**config.mk**
```make
export PLATFORM = sky130hd
export DESIGN_NAME = time_keeper
export DESIGN_NICKNAME = d
export VERILOG_FILES = /design/src/rtl/time_keeper.sv
export SDC_FILE = /design/constraint.sdc
export NUM_CORES = 1
export LEC_CHECK = 0
export ABC_AREA = 0
export ABC_CLOCK_PERIOD_IN_PS = 3100
export CAP_MARGIN = 20
export CORE_MARGIN = 3
export CORE_UTILIZATION = 59
export CTS_CLUSTER_SIZE = 30
export DETAILED_ROUTE_END_ITERATION = 12
export MAX_ROUTING_LAYER = met4
export PLACE_DENSITY = 0.84
export SLEW_MARGIN = 5
export SYNTH_ARGS = -nofsm -noshare
export SYNTH_HDL_FRONTEND = slang
export SYNTH_SLANG_ARGS = --single-unit
```
**constraint.sdc**
```tcl
create_clock -name clk_1kHz -period 3.1 [get_ports clk_1kHz]
set_input_delay 0.62 -clock clk_1kHz [delete_from_list [all_inputs] [get_ports clk_1kHz]]
set_output_delay 0.62 -clock clk_1kHz [all_outputs]
set_load 0.02 [all_outputs]
```
**src/rtl/time_keeper.sv**
```systemverilog
// time_keeper -- 24-hour clock (hh:mm:ss) driven by a 1 kHz system clock.
//
// A prescaler divides clk_1kHz down to one tick per second while in run mode.
// In set mode, time is frozen with seconds cleared, and two debounced keys
// step minutes and hours independently.
//
// Ports:
//   clk_1kHz  in   system clock, all logic on its rising edge
//   rst       in   synchronous active-high reset
//   set_en    in   1 = set mode (time frozen, keys active), 0 = run mode
//   key_min   in   raw minute-set key, active-high, undebounced
//   key_hour  in   raw hour-set key, active-high, undebounced
//   seconds   out  0..59, registered
//   minutes   out  0..59, registered
//   hours     out  0..23, registered
//   sec_tick  out  one-cycle pulse on each run-mode second boundary
module time_keeper #(
  parameter int TICK_DIV    = 1000,
  parameter int DEBOUNCE_MS = 20
) (
  input  logic       clk_1kHz,
  input  logic       rst,
  input  logic       set_en,
  input  logic       key_min,
  input  logic       key_hour,
  output logic [5:0] seconds,
  output logic [5:0] minutes,
  output logic [4:0] hours,
  output logic       sec_tick
);

  localparam int PW = (TICK_DIV > 1) ? $clog2(TICK_DIV) : 1;
  localparam int DW = (DEBOUNCE_MS > 1) ? $clog2(DEBOUNCE_MS) : 1;
  localparam logic [PW-1:0] PRESC_LAST = PW'(TICK_DIV - 1);
  // The counter value at which the next differing sample is the
  // DEBOUNCE_MS-th consecutive one.
  localparam logic [DW-1:0] DB_LAST    = DW'(DEBOUNCE_MS - 1);

  logic [PW-1:0] presc;
  logic [1:0]    key_raw;     // [0] = minute key, [1] = hour key
  logic [1:0]    key_stable;
  logic [DW-1:0] db_cnt [2];
  logic [1:0]    press;
  logic          tick_now;

  // Increment with wrap to 0 past 'last'; any out-of-range value also
  // returns to 0, so the counters can never leave their legal range.
  function automatic logic [5:0] inc_wrap(input logic [5:0] v, input logic [5:0] last);
    return (v >= last) ? 6'd0 : v + 6'd1;
  endfunction

  assign key_raw  = {key_hour, key_min};
  assign tick_now = !set_en && (presc == PRESC_LAST);

  // An accepted press is the stable level going 0->1 on this edge, so the
  // increment lands on the same edge the debouncer accepts the new level.
  always_comb begin
    press = 2'b00;
    for (int i = 0; i < 2; i++) begin
      press[i] = key_raw[i] && !key_stable[i] && (db_cnt[i] == DB_LAST);
    end
  end

  always_ff @(posedge clk_1kHz) begin
    if (rst) begin
      presc      <= '0;
      sec_tick   <= 1'b0;
      seconds    <= 6'd0;
      minutes    <= 6'd0;
      hours      <= 5'd0;
      key_stable <= 2'b00;
      for (int i = 0; i < 2; i++) db_cnt[i] <= '0;
    end else begin
      // Debouncers run in both modes.
      for (int i = 0; i < 2; i++) begin
        if (key_raw[i] == key_stable[i]) begin
          db_cnt[i] <= '0;
        end else if (db_cnt[i] == DB_LAST) begin
          key_stable[i] <= key_raw[i];
          db_cnt[i]     <= '0;
        end else begin
          db_cnt[i] <= db_cnt[i] + 1'b1;
        end
      end

      if (set_en) begin
        // Set mode wins over a coincident terminal count: no tick.
        presc    <= '0;
        sec_tick <= 1'b0;
        seconds  <= 6'd0;
        if (press[0]) minutes <= inc_wrap(minutes, 6'd59);
        if (press[1]) hours   <= 5'(inc_wrap({1'b0, hours}, 6'd23));
      end else begin
        sec_tick <= tick_now;
        presc    <= tick_now ? '0 : presc + 1'b1;
        if (tick_now) begin
          seconds <= inc_wrap(seconds, 6'd59);
          if (seconds >= 6'd59) begin
            minutes <= inc_wrap(minutes, 6'd59);
            if (minutes >= 6'd59) hours <= 5'(inc_wrap({1'b0, hours}, 6'd23));
          end
        end
      end
    end
  end

endmodule
```
# Word level (Yosys, flattened, before mapping)
# Memories as Yosys holds them, arrays and structs flattened.
# Cells that the tools add are included.
totals:
  mem_count: 1
  out_inout_bits: 18
  ramBits: 10
  ff_bits: 30
classes:
  n_lt_le_gt_ge: 3
  bitwise_logic: 8
  n_mux: 42
  n_reduce_logical: 17
  eq_ne: 7
  add_sub_neg: 6
memory_table:
  columns: ["name", "words", "word_bits", "rd", "rd_clocked_by_memory_dff", "wr", "line_no", "source"]
  rows:
  - ["db_cnt", 2, 5, 2, 0, 2, "42", "logic [DW-1:0] db_cnt [2];"]
ops:
  columns: ["cell", "count"]
  rows:
  - ["2-to-1 mux 5 bit", 12]
  - ["2-to-1 mux 6 bit", 6]
  - ["2-to-1 mux 1 bit", 24]
  - ["adder 5 x 1 -> 5 bit (second input constant)", 3]
  - ["adder 6 x 1 -> 6 bit (second input constant)", 2]
  - [">= comparator 6 bit (second input constant)", 2]
  - ["adder 10 x 1 -> 10 bit (second input constant)", 1]
  - ["== test 10 bit (second input constant)", 1]
  - ["== test 5 bit (second input constant)", 2]
  - ["bitwise OR 1 bit", 6]
  - ["nonzero test 2 bit", 3]
  - [">= comparator 5 bit (second input constant)", 1]
  - ["logical AND 1 bit", 5]
  - ["inequality test 2 x 1 -> 1 bit (second input constant)", 2]
  - ["AND reduction 2 bit", 2]
  - ["AND reduction 4 bit", 1]
  - ["logical NOT 1 bit", 3]
  - ["AND reduction 3 bit", 1]
  - ["OR reduction 3 bit", 1]
  - ["== test 1 bit", 2]
  - ["inverter 1 bit", 2]
  - ["OR reduction 2 bit", 1]

# Depth between registers and ports, before layout
# Gate-level depths: netlist (run 1).
logic_depth:
  depth_word: 7
  ltp_mapped: 6

# Least setup slack after synthesis (run 1)
# OpenSTA, ideal clock, no wires.
synth_timing:
  path_type: "register to register"
  start: "register seconds[0]"
  end: "register minutes[2]"
  stages_incl_launch_ff: 7
  period_less_slack_ns: 2.017
  arrival_time_ns: 1.893
  slack_ns: 1.083
  required_ns: 2.976
  n_path_buf: 0
  cell_sequence: "dfxtp_1 -> ha_1 -> o2111ai_1 -> nor4_4 -> mux2_2 -> a222oi_1 -> nor2_1"
synth_via:
  elab_chain_len: 3
synth_rtl:
  columns: ["element", "line_no", "source"]
  rows:
  - ["from (decl)", "26", "output logic [5:0] seconds,"]
  - ["from (signal assigned)", "97", "seconds <= inc_wrap(seconds, 6'd59);"]
  - [">= comparator 6 bit", "98", "if (seconds >= 6'd59) begin"]
  - ["nonzero test 2 bit (no line)", null, null]
  - ["AND reduction 3 bit (no line)", null, null]
  - ["to (signal assigned)", "91", "if (press[0]) minutes <= inc_wrap(minutes, 6'd59);"]
  - ["to (signal assigned)", "99", "minutes <= inc_wrap(minutes, 6'd59);"]
  - ["to (decl)", "27", "output logic [5:0] minutes,"]
# No other way between the ends.
# A chain may end at the register's enable or synchronous reset.

# Worst setup path in the final report (run 1)
layout_timing:
  start: "register presc[3]"
  end: "register minutes[2]"
layout_via:
  elab_chain_len: 4
layout_rtl:
  columns: ["element", "line_no", "source"]
  rows:
  - ["from (decl)", "39", "logic [PW-1:0] presc;"]
  - ["from (signal assigned)", "95", "presc <= tick_now ? '0 : presc + 1'b1;"]
  - ["== test 10 bit", "53", "assign tick_now = !set_en && (presc == PRESC_LAST);"]
  - ["logical AND 1 bit", "53", null]
  - ["nonzero test 2 bit (no line)", null, null]
  - ["AND reduction 3 bit (no line)", null, null]
# No other way between the ends.

==> results of run 1 <==
## per-layer routing
layer	share of wire [%]	wire [µm]
met5	0	0
met4	0.67	24
met3	4.2	150
met2	48	1730
met1	47	1670
## worst min-delay path by stage
stage | to | slack (ps) | startpoint
finish | presc[0]$_SDFF_PP0_ | 460 | presc[0]$_SDFF_PP0_
global route | presc[0]$_SDFF_PP0_ | 510 | presc[0]$_SDFF_PP0_
CTS | presc[0]$_SDFF_PP0_ | 460 | presc[0]$_SDFF_PP0_
detailed placement | presc[0]$_SDFF_PP0_ | 440 | presc[0]$_SDFF_PP0_
global placement | presc[0]$_SDFF_PP0_ | 430 | presc[0]$_SDFF_PP0_
floorplan | presc[0]$_SDFF_PP0_ | 410 | presc[0]$_SDFF_PP0_
## layout make-up
type / instances / area (µm²) / area share, %
Clock buffer: 7 / 55.1 / 2.40
Clock inverter: 1 / 7.51 / 0.327
Inverter: 9 / 33.8 / 1.47
Multi-Input combinational cell: 162 / 1010 / 44.2
Sequential cell: 40 / 901 / 39.3
Tap cell: 44 / 55.1 / 2.40
Timing Repair Buffer: 23 / 228 / 9.93
## kinds of logic after synthesis
group,synth area share [%]
adder cells (fa/ha/maj),5.68
XOR/XNOR,7.68
buffers and inverters,2.97
multiplexers,0.581
flip-flops,46.5
AO/OA/AOI/OAI,11.5
AND/OR/NAND/NOR,24.9
other,0.193
## flip-flops by register name, indices dropped and copies added, names as in the netlist
name	cells
db_cnt	10
presc	10
minutes	6
seconds	6
hours	5
key_stable	2
sec_tick	1
## worst max-delay path, stage by stage (launching register included)
cell      delay, ps
dfxtp_1         370
or3b_4          430
nor4_4          440
mux2_2          400
a222oi_1        340
nor2_1           70
## cell usage in the layout, fill, tap and decap left out, types with 2 or more instances in the layout
cell type / synthesis / routed
a211oi_1: 2 / 2
a21oi_1: 6 / 6
a31oi_1: 7 / 7
and3_1: 6 / 6
clkbuf_4: 1 / 5
clkdlybuf4s50_1: 0 / 22
conb_1: 1 / 10
dfxtp_1: 30 / 30
edfxtp_1: 10 / 10
ha_1: 8 / 8
inv_1: 9 / 9
nand2_1: 5 / 5
nand2b_1: 3 / 3
nand3_1: 19 / 19
nand3b_1: 2 / 2
nand4_1: 2 / 2
nand4b_1: 2 / 2
nor2_1: 33 / 33
nor2b_1: 2 / 2
nor3_1: 3 / 3
nor4bb_1: 2 / 2
o21ai_0: 10 / 10
or2_2: 2 / 2
or3_1: 2 / 2
xnor2_1: 7 / 7
xor2_1: 10 / 10
## through the flow
step	hold slack [ps]	cells	cell area (µm²)
6_report	455	286	2290
5_1_grt	508	286	2290
3_5_place_dp	441	278	2230
4_1_cts	461	286	2290
3_3_place_gp	429	278	2230
2_1_floorplan	413	215	1970
## power by group
part / internal (µW) / total [µW] / switching, µW
Sequential: 546 / 555 / 9.19
Clock: 111 / 274 / 163
Combinational: 23.2 / 52.7 / 29.5
Total: 680 / 882 / 201
==> impl_results.md, run 1 <==
* Status: finished clean
* PnR Total Power at 882 µW
* Final TNS setup at 0 ps
* Arrival time at the worst endpoint at between 2000 and 2500 ps
* M2 GR Usage at between 30% and 40%
* Top cells by count, synth: nor2_1, dfxtp_1, nand3_1
* Hold Fails Final Rpt at 0
* Max-cap viol count at 0
* Antenna cells at 0
* Initial antenna violation count at 0
* Final GP Congestion at roughly 0.85
* Req. time, crit path at 3330 ps
* Post-synth top flop: dfxtp_1
* Mapped cell area at 1940 µm²
* Grt met1 use at 25.5%
* Number of buffers created by CTS at 5
* Slew headroom at 56.3%
* Final Core Density at 73.9%
* Worst skew pair latency at 340 ps
* CTS Sinks at 40
* H-tree depth at 2
* I/O pin count at 23
* Leak pwr at around 0.00086 µW
* Average vias per placed instance at 5.45
* Worst slack, placed at 908 ps
* Final slew viol count at 0
* Nets at 254
* First-pass GRT wire length at 6.51 mm
* Global route hottest layer: met2
* Min Tclk post-route at 2160 ps
* Top cells by area, synth: dfxtp_1, edfxtp_1, nor2_1, ha_1, nand3_1
* Max Fclk at roughly 0.46 GHz
* EDFF count, synth at 10
* Ys Warns at 0
* Share of the yosys chip area belonging to registers at a little under half
* CP max FO at 6
* Post-synthesis sequential element count at 40
* Post-Syn Area per Cell at between 9 and 10 µm²
* Setup WS post-layout at between 900 and 1000 ps
* Cell Rows at 20
* RSZ-0062 raised after global routing: no
* DRT Pass-1 Iters at 4
* Period utilisation layout at a little over two thirds
* WL/cell at 12.5 µm
* Hold-fix buffers, CTS at 0
* Final Setup Violations at 0
* CTS tree: done
* Met3 Usage GRT at 6.24%
* Hold depth at 1
* Vias in the first global route at 1,510
* Post-synth top area share at 31.0%
* Cell variety after synth at between 40 and 50
* Setup crit start: presc[3]$_SDFF_PP0_
* Fillcell total at 250
* Worst slew pin tran at 647 ps
* Post-CTS setup buffers at 0
* Starting Density at 62.5%
* DR iter-0 viols at 141
* FF-to-FF End: minutes[2]$_SDFFE_PP0P_
* Die X at 63.3 µm
* Post-DP HPWL at 2.67 mm
* R2R cell count at 5
* GRT Util Overall at 20.9%
* Synth area leader: dfxtp_1
* ANT nets after route at 0
* Maximum VDD drop at 0.000355 V
* RR Startpoint: presc[3]$_SDFF_PP0_
* Flop2flop setup slack at 940 ps
* Clk root buf: clkbuf_4
* Crit Path Class: register to register
* Cells after synthesis at 206
* Count leader, synth: nor2_1
* Clk_skew at 12.4 ps
* Die height at 63.3 µm
* Largest net degree at the start of global routing at 13
* Vias at 1,560
* CTS resizes at 0
* WL final at 3.58 mm
* Congestion Overflow GR at 0
* Clk slew on worst S/H paths at 110 ps
* Fraction of registers with async set or reset after synthesis at 0%
* Min-delay worst type: register to register
* Synthesis-to-layout area growth at 18.3%
* Die area at roughly 4000 µm²
* Layout cells sized above 1 at under 10%
* I/O Buffers at 22
* Clock Tree Buf Depth at 2
* DR DRC count at 0
* CP startpoint kind: register
* Placeable Area at 3100 µm²
* Crit. End Element: register
* P per Cell Area at 384 nW/µm²
* Crit path capture: minutes[2]$_SDFFE_PP0P_
(Power assumes the default switching activity.)
==> run 2: changes to the inputs <==
--- a/config.mk
+++ b/config.mk
@@ -6,14 +6,14 @@
 export NUM_CORES = 1
 export LEC_CHECK = 0
 export ABC_AREA = 0
-export ABC_CLOCK_PERIOD_IN_PS = 3100
+export ABC_CLOCK_PERIOD_IN_PS = 2100
 export CAP_MARGIN = 20
 export CORE_MARGIN = 3
-export CORE_UTILIZATION = 59
+export CORE_UTILIZATION = 55
 export CTS_CLUSTER_SIZE = 30
 export DETAILED_ROUTE_END_ITERATION = 12
 export MAX_ROUTING_LAYER = met4
-export PLACE_DENSITY = 0.84
+export PLACE_DENSITY = 0.79
 export SLEW_MARGIN = 5
 export SYNTH_ARGS = -nofsm -noshare
 export SYNTH_HDL_FRONTEND = slang
==> constraint.sdc (replaced) <==
create_clock -name clk_1kHz -period 2.1 [get_ports clk_1kHz]
set_input_delay 0.42 -clock clk_1kHz [delete_from_list [all_inputs] [get_ports clk_1kHz]]
set_output_delay 0.42 -clock clk_1kHz [all_outputs]
set_load 0.02 [all_outputs]
==> run 2 against run 1 <==
Effect of this change: die area up 6.6%; sequential share of layout area down 0.65 points; sequential power up 47%; clock power up 33%; setup slack worse by 790 ps; highest routed layer unchanged.
==> impl_results.md, run 2 (synthesis results as in run 1) <==
* Slew headroom at 65.3% (+9.0 points)
* H-tree depth at 2 (unchanged)
* Hold Fails Final Rpt at 0 (unchanged)
* Nets at 259 (+2.0%)
* Final GP Congestion at 0.857 (+0.37%)
* Final std cells w/o fill at 291 (+1.7%)
* CP max FO at 6 (unchanged)
* First-pass GRT wire length at 6.53 mm (+0.43%)
* Period utilisation layout at 92.6% (+23 points)
* Final Core Density at 73.3% (-0.59 points)
* Die X at 65.4 µm (+3.2%)
* Number of buffers created by CTS at 5 (unchanged)
* Final TNS setup at 0 ps (unchanged)
* Clk_skew at 10.5 ps (-1.96 ps)
* Cell Rows at 20 (unchanged)
* Worst slew pin tran at 516 ps (-131 ps)
* Maximum VDD drop at 0.000414 V (+17%)
* Final Setup Violations at 0 (unchanged)
* I/O pin count at 23 (unchanged)
* WL/cell at 12.9 µm (+3.2%)
* Placed Instances at 283 (+1.8%)
* Most common cell after layout, fill and taps aside: nor2_1
* Min-delay worst type: register to register
* Arrival time at the worst endpoint at 2240 ps (-150 ps)
* Worst skew pair latency at 350 ps (about the same)
* Final slew viol count at 0 (unchanged)
* Hold Worst Slack at 452 ps (-3.86 ps)
* Min Tclk post-route at 1940 ps (-214 ps)
* GRT Util Overall at 20.4% (-0.46 points)
* Vias at 1,607 (+3.0%)
* Clk root buf: clkbuf_4
* Post-CTS setup buffers at 0 (unchanged)
* Post-DP Area at 2270 µm² (+1.7%)
* Layout cells sized above 1 at 10.5% (+3.5 points)
* Crit. End Element: register
* DRT Pass-1 Iters at 5 (+1)
* Biggest regs: db_cnt x10, presc x10
* Most frequent cells in the layout: nor2_1, dfxtp_1, clkdlybuf4s50_1, nand3_1
* Max Fclk at 0.514 GHz (+11%)
* WL final at 3.76 mm (+5.0%)
* Starting Density at 60.5% (-2.0 points)
* Status: finished clean
* Vias in the first global route at 1,556 (+3.0%)
* Initial antenna violation count at 0 (unchanged)
* Synthesis-to-layout area growth at 21.2%
* Antenna cells at 0 (unchanged)
* Crit Path Class: register to register
* Largest net degree at the start of global routing at 20 (+7)
* Congestion Overflow GR at 0 (unchanged)
* CP startpoint kind: register
* Clock Tree Buf Depth at 2 (unchanged)
* Placeable Area at 3200 µm² (+3.2%)
* RSZ-0062 raised after global routing: no
* Max-cap viol count at 0 (unchanged)
* Clk slew on worst S/H paths at 110 ps (about the same)
* CTS tree: done
* Leak pwr at 0.000883 µW (+2.7%)
* Die height at 65.4 µm (+3.2%)
* Post-DP HPWL at 2.84 mm (+6.1%)
* DR iter-0 viols at 131 (-7.1%)
* ANT nets after route at 0 (unchanged)
* DR DRC count at 0 (unchanged)
* Fillcell total at 255 (+2.0%)
* P per Cell Area at 538 nW/µm² (+40%)
* Final instance area at 2350 µm² (+2.4%)
* Die area at 4270 µm² (+6.6%)
* Average vias per placed instance at 5.52 (+1.2%)
* I/O Buffers at 22 (unchanged)
* CTS Sinks at 40 (unchanged)
* Req. time, crit path at 2390 ps (-940 ps)
-- run 2: cell count changes in the layout (fill, tap and decap cells not counted), sizes merged --
cell      previous run  this run
clkbuf               7         8
clkinvlp             1         0
buf                  1         6
-- run 2: per-stage QoR --
stage	power (µW)	setup WS [ps]
finish	1260	156
global route	1330	5.53
CTS	1280	38.0
detailed placement	916	45.1
global placement	911	137
floorplan	889	82.6
-- run 2: layout make-up --
| class | instances | area, µm² | area share (%) |
|---|---|---|---|
| repair buffers | 28 | 265 | 11.3 |
| flip-flops and latches | 40 | 907 | 38.6 |
| multi-input cells | 162 | 1040 | 44.2 |
| clock buffers | 8 | 48.8 | 2.08 |
| well taps | 44 | 55.1 | 2.34 |
| inverters | 9 | 33.8 | 1.44 |
-- run 2: path summary, 6_finish.rpt --
| check | startpoint | endpoint | slack [ps] | cells past startpoint |
|---|---|---|---|---|
| max | seconds[1]$_SDFFE_PP0P_ | hours[3]$_SDFFE_PP0P_ | 160 | 6 |
| min | presc[0]$_SDFF_PP0_ | presc[0]$_SDFF_PP0_ | 450 | 1 |
| max reg2reg | seconds[1]$_SDFFE_PP0P_ | hours[3]$_SDFFE_PP0P_ | 160 | 6 |
| min reg2reg | presc[0]$_SDFF_PP0_ | presc[0]$_SDFF_PP0_ | 450 | 1 |
-- run 2: timing repair --
item	4_1_cts	5_1_grt
hold buffers	0	0
setup endpoints to repair	0	2
hold endpoints to repair	0	0
gates resized for setup	0	9
-- run 2: power by group --
group	switching (µW)	internal, µW
registers	13.6	805
logic	44.1	35.2
clock network	232	133
total	290	973
-- run 2: layer usage --
metal  wire length, µm  track usage [%]
met1              1630             22.0
met3               131             7.01
met5                 0                -
met2              1950             34.9
met4                49             7.51
-- run 2: worst max-delay path: stages (launching register included) --
cell and delay (ps):
dfxtp_4 380, ha_4 150, o2111ai_2 150, nor4_4 440, a31oi_1 200, or4_1 420
a31oi_1 160
==> run 3: changes to the inputs <==
--- a/config.mk
+++ b/config.mk
@@ -9,11 +9,10 @@
 export ABC_CLOCK_PERIOD_IN_PS = 2100
 export CAP_MARGIN = 20
 export CORE_MARGIN = 3
-export CORE_UTILIZATION = 55
-export CTS_CLUSTER_SIZE = 30
+export CORE_UTILIZATION = 62
 export DETAILED_ROUTE_END_ITERATION = 12
-export MAX_ROUTING_LAYER = met4
-export PLACE_DENSITY = 0.79
+export DONT_BUFFER_PORTS = 1
+export PLACE_DENSITY = 0.78
 export SLEW_MARGIN = 5
 export SYNTH_ARGS = -nofsm -noshare
 export SYNTH_HDL_FRONTEND = slang
==> run 3 against run 2 <==
Effect of this change: setup slack worse by 31 ps; critical path type unchanged; first-iteration DRC count rose by 3.1%; highest routed layer unchanged; power decreased by 1.6%; fmax is 1.6% lower; wire length decreased by 4.4%; die area fell by 10%; non-clock buffer count shrank 17; count of clock-buffer cells in the layout fell by 3; combinational power shrank 28%.
==> impl_results.md, run 3 (synthesis results as in run 1) <==
* Status: finished clean
* Family with the most delay on the worst path: compound AO/OA/AOI/OAI gates
* Worst slack, placed at 30.3 ps (-14.8 ps)
* GRT Util Overall at 20.7% (+0.21 points)
* Sequential cell area at 905 µm² (-0.28%)
* Leak pwr at 0.000835 µW (-5.4%)
* Period utilisation layout at 94.1% (+1.5 points)
* Die height at 61.9 µm (-5.3%)
* CTS resizes at 0 (unchanged)
* CP max stage delay at 420 ps (-20 ps)
* Clk slew on worst S/H paths at 110 ps (about the same)
* Net switching power at 289 µW (-0.14%)
* Arrival time at the worst endpoint at 2220 ps (-20 ps)
* DRT Pass-1 Iters at 4 (-1)
* Biggest regs: db_cnt x10, presc x10
* Worst skew pair latency at 340 ps (about the same)
* Routed wl met2 at 1.75 mm (-10%)
* WL/cell at 13.2 µm (+2.2%)
* Crit. End Element: register
* Clock Tree Buf Depth at 2 (unchanged)
* Vias at 1,551 (-3.5%)
* Clk_skew at 5.77 ps (-4.70 ps)
* Crit Path Class: register to register
* I/O pin count at 23 (unchanged)
* Cell Rows at 19 (-5.0%)
* Buf+Inv Stages, Crit Path at 0 (unchanged)
* Antenna cells at 0 (unchanged)
* Maximum VDD drop at 0.000576 V (+39%)
* Hold-fix buffers, CTS at 0 (unchanged)
* CTS Sinks at 40 (unchanged)
* Clk root buf: clkbuf_4
* Logic pwr share at 4.6% (-1.7 points)
* Worst path cell trace: ha_4, o2111ai_2, nor4_4, mux2_2, a222oi_1, nor2_1
* Slowest stage cell, crit path: nor4_4
* CTS tree: done
* Min-delay worst type: primary input to register
* ANT nets after route at 0 (unchanged)
* Post-DP HPWL at 2.71 mm (-4.3%)
* CP startpoint kind: register
* Final GP Congestion at 0.799 (-6.7%)
* Wire length on met3 at 234 µm (+79%)
* Post-CTS setup buffers at 0 (unchanged)
* Final slew viol count at 0 (unchanged)
* Max-cap viol count at 0 (unchanged)
* Clock power frac at 29.2% (+0.3 points)
* Req. time, crit path at 2340 ps (-50 ps)
* Layout cells sized above 1 at 14.8% (+4.3 points)
* Hold Fails Final Rpt at 0 (unchanged)
* Nets at 242 (-6.6%)
* P per Cell Area at 574 nW/µm² (+6.7%)
* H-tree depth at 2 (unchanged)
* Fillcell total at 213 (-16%)
* Largest net degree at the start of global routing at 21 (+5.0%)
* Starting Density at 67.4% (+6.9 points)
* Setup WS post-layout at 125 ps (-31.4 ps)
* Initial antenna violation count at 0 (unchanged)
* DR top layer: met4
* Min Tclk post-route at 1980 ps (+31.4 ps)
* RSZ-0062 raised after global routing: no
* First-pass GRT wire length at 5.81 mm (-11%)
* Synthesis-to-layout area growth at 11.7%
* Placeable Area at 2880 µm² (-10%)
* Average vias per placed instance at 5.70 (+3.3%)
* Die area at 3830 µm² (-10%)
* I/O Buffers at 0 (-100%)
* Most common cell after layout, fill and taps aside: nor2_1
* Max Fclk at 0.506 GHz (-1.6%)
* Footprint of the multi-input gates at 1040 µm² (+0.24%)
* Sequential Power Share at 66.2% (+1.4 points)
* WL final at 3.59 mm (-4.4%)
* Met1 Wirelength at 1.55 mm (-4.9%)
* Vias in the first global route at 1,392 (-11%)
* Congestion Overflow GR at 0 (unchanged)
* DR DRC count at 0 (unchanged)
* Most frequent cells in the layout: nor2_1, dfxtp_1, nand3_1, buf_4
* DR iter-0 viols at 135 (+3.1%)
* Final TNS setup at 0 ps (unchanged)
* Internal power at 954 µW (-2.0%)
* CP max FO at 6 (unchanged)
* Final Setup Violations at 0 (unchanged)
* Die X at 61.9 µm (-5.3%)
* Number of buffers created by CTS at 5 (unchanged)
* Switching part of the total at 23.3% (+0.33 points)
==> run 3: path summary, 6_finish.rpt <==
path / startpoint / end / slack [ps] / depth (start not counted)
setup / recovery: seconds[1]$_SDFFE_PP0P_ / minutes[2]$_SDFFE_PP0P_ / 120 / 6
setup reg to reg: seconds[1]$_SDFFE_PP0P_ / minutes[2]$_SDFFE_PP0P_ / 120 / 6
hold reg to reg: presc[0]$_SDFF_PP0_ / presc[0]$_SDFF_PP0_ / 430 / 1
hold / removal: rst / minutes[2]$_SDFFE_PP0P_ / 130 / 1
==> run 3: through the flow <==
stage | cells | utilization, % | hold slack (ps) | power (µW) | cell area (µm²)
3_3_place_gp | 264 | 72.4 | 421 | 892 | 2080
4_1_cts | 272 | 74.2 | 116 | 1250 | 2130
2_1_floorplan | 215 | - | 413 | 889 | 1970
5_1_grt | 272 | 75.3 | 103 | 1300 | 2170
6_report | 272 | 75.3 | 129 | 1240 | 2170
3_5_place_dp | 264 | 72.4 | 452 | 896 | 2080
==> run 3: power groups by stage <==
stage | sequential (µW) | clock [µW] | combinational, µW
floorplan | 836 | 0 | 52.6
CTS | 823 | 370 | 56.1
global route | 826 | 408 | 67.5
detailed placement | 840 | 0 | 55.5
global placement | 839 | 0 | 53.1
finish | 823 | 363 | 57.2
==> run 3: metal layers <==
layer	GRT usage, %	vias to the layer above
met1	23.5	720
met3	6.20	7
met5	0	-
li1	-	774
met4	9.09	0
met2	35.7	50
==> run 3: area by class of cell <==
| class | instances | area share [%] |
|---|---|---|
| multi-input cells | 162 | 48.1 |
| flip-flops and latches | 40 | 41.8 |
| repair buffers | 11 | 3.81 |
| well taps | 42 | 2.43 |
| clock buffers | 5 | 1.73 |
| inverters | 9 | 1.56 |
| clock inverters | 3 | 0.635 |
